**src/rtl/dmem_access_ctrl.sv**
```systemverilog
`default_nettype none
// ============================================================================
// Module      : dmem_access_ctrl
// Description : Arbitrates and sequences the single-port data memory between
//               the pipeline MEM stage (priority, req/ack) and the debug unit
//               (burst dump, valid/ready word hand-off).
// Revision    : 1.0 - initial release
// ============================================================================
module dmem_access_ctrl #(
    parameter int N_BITS    = 32,
    parameter int CNT_BITS  = 8,
    parameter int ADDR_STEP = 1
) (
    input  logic                i_clock,
    input  logic                i_reset,
    // MEM-stage requester
    input  logic                i_cpu_req,
    input  logic                i_cpu_we,
    input  logic [N_BITS-1:0]   i_cpu_addr,
    input  logic [N_BITS-1:0]   i_cpu_wdata,
    output logic [N_BITS-1:0]   o_cpu_rdata,
    output logic                o_cpu_ack,
    // Debug burst requester
    input  logic                i_dbg_start,
    input  logic [N_BITS-1:0]   i_dbg_base,
    input  logic [CNT_BITS-1:0] i_dbg_count,
    input  logic                i_dbg_ready,
    output logic [N_BITS-1:0]   o_dbg_data,
    output logic                o_dbg_valid,
    output logic                o_dbg_busy,
    output logic                o_dbg_done,
    // dmem side
    output logic                o_mem_enable,
    output logic                o_write,
    output logic                o_read,
    output logic [N_BITS-1:0]   o_mem_addr,
    output logic [N_BITS-1:0]   o_mem_wdata,
    input  logic [N_BITS-1:0]   i_mem_rdata
);

    localparam logic [1:0] c_CIDLE   = 2'd0;
    localparam logic [1:0] c_CRD_CAP = 2'd1;
    localparam logic [1:0] c_CACK    = 2'd2;

    localparam logic [2:0] c_DIDLE  = 3'd0;
    localparam logic [2:0] c_DISSUE = 3'd1;
    localparam logic [2:0] c_DCAP   = 3'd2;
    localparam logic [2:0] c_DHOLD  = 3'd3;
    localparam logic [2:0] c_DDONE  = 3'd4;

    localparam logic [N_BITS-1:0]   c_ADDR_INC = N_BITS'(ADDR_STEP);
    localparam logic [CNT_BITS-1:0] c_CNT_ONE  = CNT_BITS'(1);
    localparam logic [CNT_BITS-1:0] c_CNT_ZERO = '0;

    logic [1:0]          r_cpu_state;
    logic [2:0]          r_dbg_state;
    logic [N_BITS-1:0]   r_cpu_rdata;
    logic [N_BITS-1:0]   r_dbg_addr;
    logic [N_BITS-1:0]   r_dbg_data;
    logic [N_BITS-1:0]   r_mem_addr;
    logic [N_BITS-1:0]   r_mem_wdata;
    logic [CNT_BITS-1:0] r_dbg_rem;
    logic                r_dbg_valid;

    logic                w_cpu_issue;
    logic                w_dbg_issue;
    logic                w_issue;
    logic [N_BITS-1:0]   w_mem_addr;
    logic [N_BITS-1:0]   w_mem_wdata;

    // Issue decisions are combinational so dmem sees the request in the same
    // cycle it is granted. Reset gating keeps the enable low while a requester
    // holds req across an asynchronous reset.
    assign w_cpu_issue = !i_reset && (r_cpu_state == c_CIDLE) && i_cpu_req;
    assign w_dbg_issue = !i_reset && (r_dbg_state == c_DISSUE) &&
                         (r_cpu_state == c_CIDLE) && !i_cpu_req;
    assign w_issue     = w_cpu_issue || w_dbg_issue;

    // Outside the issue cycle the bus holds the last driven address/data.
    assign w_mem_addr  = w_cpu_issue ? i_cpu_addr  :
                         w_dbg_issue ? r_dbg_addr  : r_mem_addr;
    assign w_mem_wdata = w_cpu_issue ? i_cpu_wdata : r_mem_wdata;

    assign o_mem_enable = w_issue;
    assign o_write      = w_cpu_issue && i_cpu_we;
    assign o_read       = w_dbg_issue || (w_cpu_issue && !i_cpu_we);
    assign o_mem_addr   = w_mem_addr;
    assign o_mem_wdata  = w_mem_wdata;

    assign o_cpu_rdata  = r_cpu_rdata;
    assign o_cpu_ack    = (r_cpu_state == c_CACK);
    assign o_dbg_data   = r_dbg_data;
    assign o_dbg_valid  = r_dbg_valid;
    assign o_dbg_busy   = (r_dbg_state != c_DIDLE);
    assign o_dbg_done   = (r_dbg_state == c_DDONE);

    // Remember the last issued address/data so the bus is stable between issues.
    always_ff @(posedge i_clock or posedge i_reset) begin
        if (i_reset) begin
            r_mem_addr  <= '0;
            r_mem_wdata <= '0;
        end else if (w_issue) begin
            r_mem_addr  <= w_mem_addr;
            r_mem_wdata <= w_mem_wdata;
        end
    end

    // CPU sequencer: write acks the cycle after issue, read captures then acks.
    always_ff @(posedge i_clock or posedge i_reset) begin
        if (i_reset) begin
            r_cpu_state <= c_CIDLE;
            r_cpu_rdata <= '0;
        end else begin
            case (r_cpu_state)
                c_CIDLE: begin
                    if (w_cpu_issue) begin
                        r_cpu_state <= i_cpu_we ? c_CACK : c_CRD_CAP;
                    end
                end
                c_CRD_CAP: begin
                    r_cpu_rdata <= i_mem_rdata;
                    r_cpu_state <= c_CACK;
                end
                c_CACK:  r_cpu_state <= c_CIDLE;
                default: r_cpu_state <= c_CIDLE;
            endcase
        end
    end

    // Debug burst sequencer: one read per word, each word held until accepted.
    always_ff @(posedge i_clock or posedge i_reset) begin
        if (i_reset) begin
            r_dbg_state <= c_DIDLE;
            r_dbg_addr  <= '0;
            r_dbg_rem   <= '0;
            r_dbg_data  <= '0;
            r_dbg_valid <= 1'b0;
        end else begin
            case (r_dbg_state)
                c_DIDLE: begin
                    if (i_dbg_start) begin
                        r_dbg_addr  <= i_dbg_base;
                        r_dbg_rem   <= i_dbg_count;
                        r_dbg_state <= (i_dbg_count == c_CNT_ZERO) ? c_DDONE : c_DISSUE;
                    end
                end
                c_DISSUE: begin
                    if (w_dbg_issue) begin
                        r_dbg_state <= c_DCAP;
                    end
                end
                c_DCAP: begin
                    r_dbg_data  <= i_mem_rdata;
                    r_dbg_valid <= 1'b1;
                    r_dbg_state <= c_DHOLD;
                end
                c_DHOLD: begin
                    if (r_dbg_valid && i_dbg_ready) begin
                        r_dbg_valid <= 1'b0;
                        r_dbg_addr  <= r_dbg_addr + c_ADDR_INC;
                        r_dbg_rem   <= r_dbg_rem - c_CNT_ONE;
                        r_dbg_state <= (r_dbg_rem == c_CNT_ONE) ? c_DDONE : c_DISSUE;
                    end
                end
                c_DDONE: r_dbg_state <= c_DIDLE;
                default: r_dbg_state <= c_DIDLE;
            endcase
        end
    end

endmodule
`default_nettype wire

```
**config.mk**
```make
export PLATFORM = sky130hd
export DESIGN_NAME = dmem_access_ctrl
export DESIGN_NICKNAME = d
export VERILOG_FILES = /design/src/rtl/dmem_access_ctrl.sv
export SDC_FILE = /design/constraint.sdc
export NUM_CORES = 1
export LEC_CHECK = 0
export CAP_MARGIN = 20
export CORE_MARGIN = 1
export CORE_UTILIZATION = 47
export CTS_BUF_LIST = sky130_fd_sc_hd__clkbuf_4
export DETAILED_ROUTE_END_ITERATION = 16
export GPL_TIMING_DRIVEN = 0
export PLACE_DENSITY = 0.83
export SYNTH_ARGS = -nofsm -noshare
export SYNTH_HDL_FRONTEND = slang
export SYNTH_SLANG_ARGS = --single-unit
```
**constraint.sdc**
```tcl
create_clock -name i_clock -period 7.7 [get_ports i_clock]
set_input_delay 1.155 -clock i_clock [delete_from_list [all_inputs] [get_ports i_clock]]
set_output_delay 1.155 -clock i_clock [all_outputs]
set_load 0.02 [all_outputs]
```
==> key figures <==
Floorplan
  – Core area: 16600 um^2
  – Die Width: 132 um
  – Die height: 132 um
  – Initial Utilization: 48.2%
  – Full die area: about 18000 um^2
  – Core Rows: 47
  – I/O Pins: 277

Synthesis
  – Post-synth top flop: dfrtp_1
  – Yosys top cell by area: dfrtp_1
  – Dominant cells by area after synthesis: dfrtp_1 54%, nand2_1 11%, mux2_2 9.0%
  – Gate Count Post-Synth: 824
  – Post-synth cell types: 55
  – Area fraction of the dominant cell type after synthesis: a little over half
  – Post-synthesis cell area: 8000 um^2
  – Synth async-reset ratio: 100%
  – Most frequent cell after synthesis: nand2_1
  – Flops & latches, synth: approximately 170
  – Number of synthesized flops with an enable pin: 0
  – Post-synth top cells: 244 x nand2_1, 174 x dfrtp_1, 64 x mux2_2, 52 x a21oi_1, 36 x clkbuf_1
  – Post-synthesis net count: 969
  – Yosys warns: 0
  – Syn Area/Cell: approximately 9.7 um^2
  – Sequential area share after synthesis: about 54%

Worst setup path
  – Worst path required time: 6.55 ns
  – CP Launch Type: input pin
  – Critical path class: input pin to output port
  – Worst Path Buf+Inv: 3
  – Crit path capture type: output port
  – Slowest CP cell: clkdlybuf4s50_1
  – Critical path arrival: ~4.1 ns
  – CP max stage delay: approximately 0.67 ns
  – Crit path cell chain: clkdlybuf4s50_1, nor3_1, nand3_1, nor2_1, clkbuf_1, a22oi_1, nand2_1, clkdlybuf4s50_1
  – Worst-path maximum fanout: 10
  – CP delay by family, top: buffers and inverters
  – Most used cell, CP: clkdlybuf4s50_1

GRT
  – Global-route wire length before repair: approximately 38 mm
  – Met3 GRT Util: 10.6%
  – Vias in the first global route: between 7k and 8k
  – Grt total ovfl: 0
  – Grt met1 use: 33.7%
  – Tot GR Track Use: 27.8%
  – GRT met2 Usage: 45.5%
  – Top Usage Layer GRT: met2
  – Pin count of the biggest net entering global routing: between 100 and 150
  – Initial antenna violation count: 0

CTS
  – Post-CTS Resized: 0
  – Clock Latency Late Sink: ~0.60 ns
  – CTS tree: yes
  – Hold Buf Count CTS: 0
  – Postcts setup bufs: 0
  – Root buf cell: clkbuf_4
  – CTS Buffer Depth: 2
  – Clock transition at the registers of the reported paths: between 0.15 and 0.2 ns
  – TritonCTS Buffers: 17
  – CTS Sinks: around 170
  – H-tree levels: 4

STA
  – Final setup viols: 0
  – Number of max-slew violations in the final report: 0
  – Worst Skew: 0.0233 ns
  – Crit share post-route: around 68%
  – FMAX: 192 MHz
  – Final Hold Viols: 0
  – Final Critical Period: 5.22 ns
  – Setup TNS: 0 ns
  – Worst Tran Pin Value: 0.678 ns
  – WHS: ~0.49 ns
  – Max-slew headroom: a little over half
  – Unrepaired setup endpoints after global routing: no

Routing
  – Initial DRC count: 581
  – DRC errors left: 0
  – WL per Instance: 17.5 um
  – Drt pass-1 iters: 5
  – Via count: 7357
  – ANT nets after route: 0
  – Routed WL: 23.6 mm
  – Via-per-instance ratio: 5.44

Final layout
  – Antenna Cells: 0
  – Nets: 1265
  – Core Util, Final: 68.5%
  – Syn-to-layout area delta: 42.1%
  – Share of cells above drive strength 1: between 10% and 20%

Pwr
  – Pwr Density: ~340 nW/um^2
  – Max VDD drop: 0.000226 V
  – Leakage power: 5.11 nW
  – Power after layout: 0.00385 W

Place
  – Number of port buffers: approximately 280
  – Placer congestion estimate: 0.887
  – DP HPWL: 17.5 mm

Worst hold path
  – Hold Crit Class: flip-flop to flip-flop

Run
  – Max cap viols: 0

Run status
  – Outcome: complete, no violations
==> logic make-up after synthesis <==
logic type               Yosys count  synth area share [%]
multiplexers                      66                  9.26
buffers and inverters             62                  3.11
flip-flops                       174                  54.5
adder cells (fa/ha/maj)            3                 0.470
AND/OR/NAND/NOR                  350                  19.4
AO/OA/AOI/OAI                    169                  13.3
==> layout by cell type (no fill, tap or decap), drive strengths merged, types with 4 or more instances in the layout <==
master and n:
and3 7, inv 21, clkbuf 53, o31ai 5
a31oi 6, nand3 16, nor3 11, a21oi 52
nor2 27, o22ai 13, nor4 7, dfrtp 174
nand4 5, or3 11, buf 15, nand2 244
mux2 64, a211oi 5, and2 4, o21ai 32
a22oi 33, clkdlybuf4s50 276, clkinv 6
==> final cells by class <==
class | instances | area (um^2)
fillers | 1329 | 5220
clock buffers | 17 | 128
plain buffers | 50 | 204
inverters | 12 | 52.6
repair buffers | 277 | 2790
multi-input cells | 588 | 3390
well taps | 220 | 275
clock inverters | 15 | 168
flip-flops and latches | 174 | 4350
==> sequential cells by signal, indices dropped and copies added (netlist names) <==
name and cells:
o_cpu_rdata 32, o_dbg_data 32, r_mem_addr 32, r_mem_wdata 32, r_dbg_state 3, r_dbg_addr 32, r_cpu_state 2, o_dbg_valid 1
r_dbg_rem 8
==> tightest hold or removal path: cells and delay by family (launching register included) <==
kind	cells	cell delay, ns
and+or+nand+nor	2	0.12
DFF	1	0.36
==> power breakdown <==
group / internal [W] / leakage (nW) / total (W) / switching [W]
logic: 0.000843 / 2.86 / 0.00184 / 0.000997
clock network: 0.000153 / 0.161 / 0.000532 / 0.000379
registers: 0.00124 / 2.10 / 0.00148 / 0.000236
==> through the flow <==
| step | cells | worst slack (ns) | area [um^2] |
|---|---|---|---|
| floorplan | 824 | 1.83 | 8000 |
| detailed placement | 1321 | 2.48 | 11100 |
| global route | 1353 | 2.17 | 11400 |
| CTS | 1353 | 2.46 | 11400 |
| global placement | 1320 | -0.502 | 11000 |
| finish | 1353 | 2.48 | 11400 |
==> final timing paths <==
kind | start | endpoint | slack [ns] | cells past startpoint
min reg2reg | r_mem_wdata[11] | r_mem_wdata[11] | 0.49 | 2
max | i_reset | o_mem_addr[27] | 2.48 | 8
min in group asynchronous | i_reset | r_mem_wdata[17] | 0.99 | 2
max in group asynchronous | i_reset | o_dbg_data[2] | 5.80 | 3
min | r_mem_wdata[11] | r_mem_wdata[11] | 0.49 | 2
max reg2reg | r_dbg_state[0] | r_mem_addr[19] | 5.42 | 6
==> per-layer routing <==
layer,vias to the layer above,routed length [um],part of all wire (%)
met5,-,0,0
met4,0,555,2.3
met3,45,2490,11
met2,361,11400,48
met1,3484,9240,39
li1,3467,-,-
Note: power is estimated with default switching activity, not from simulation.
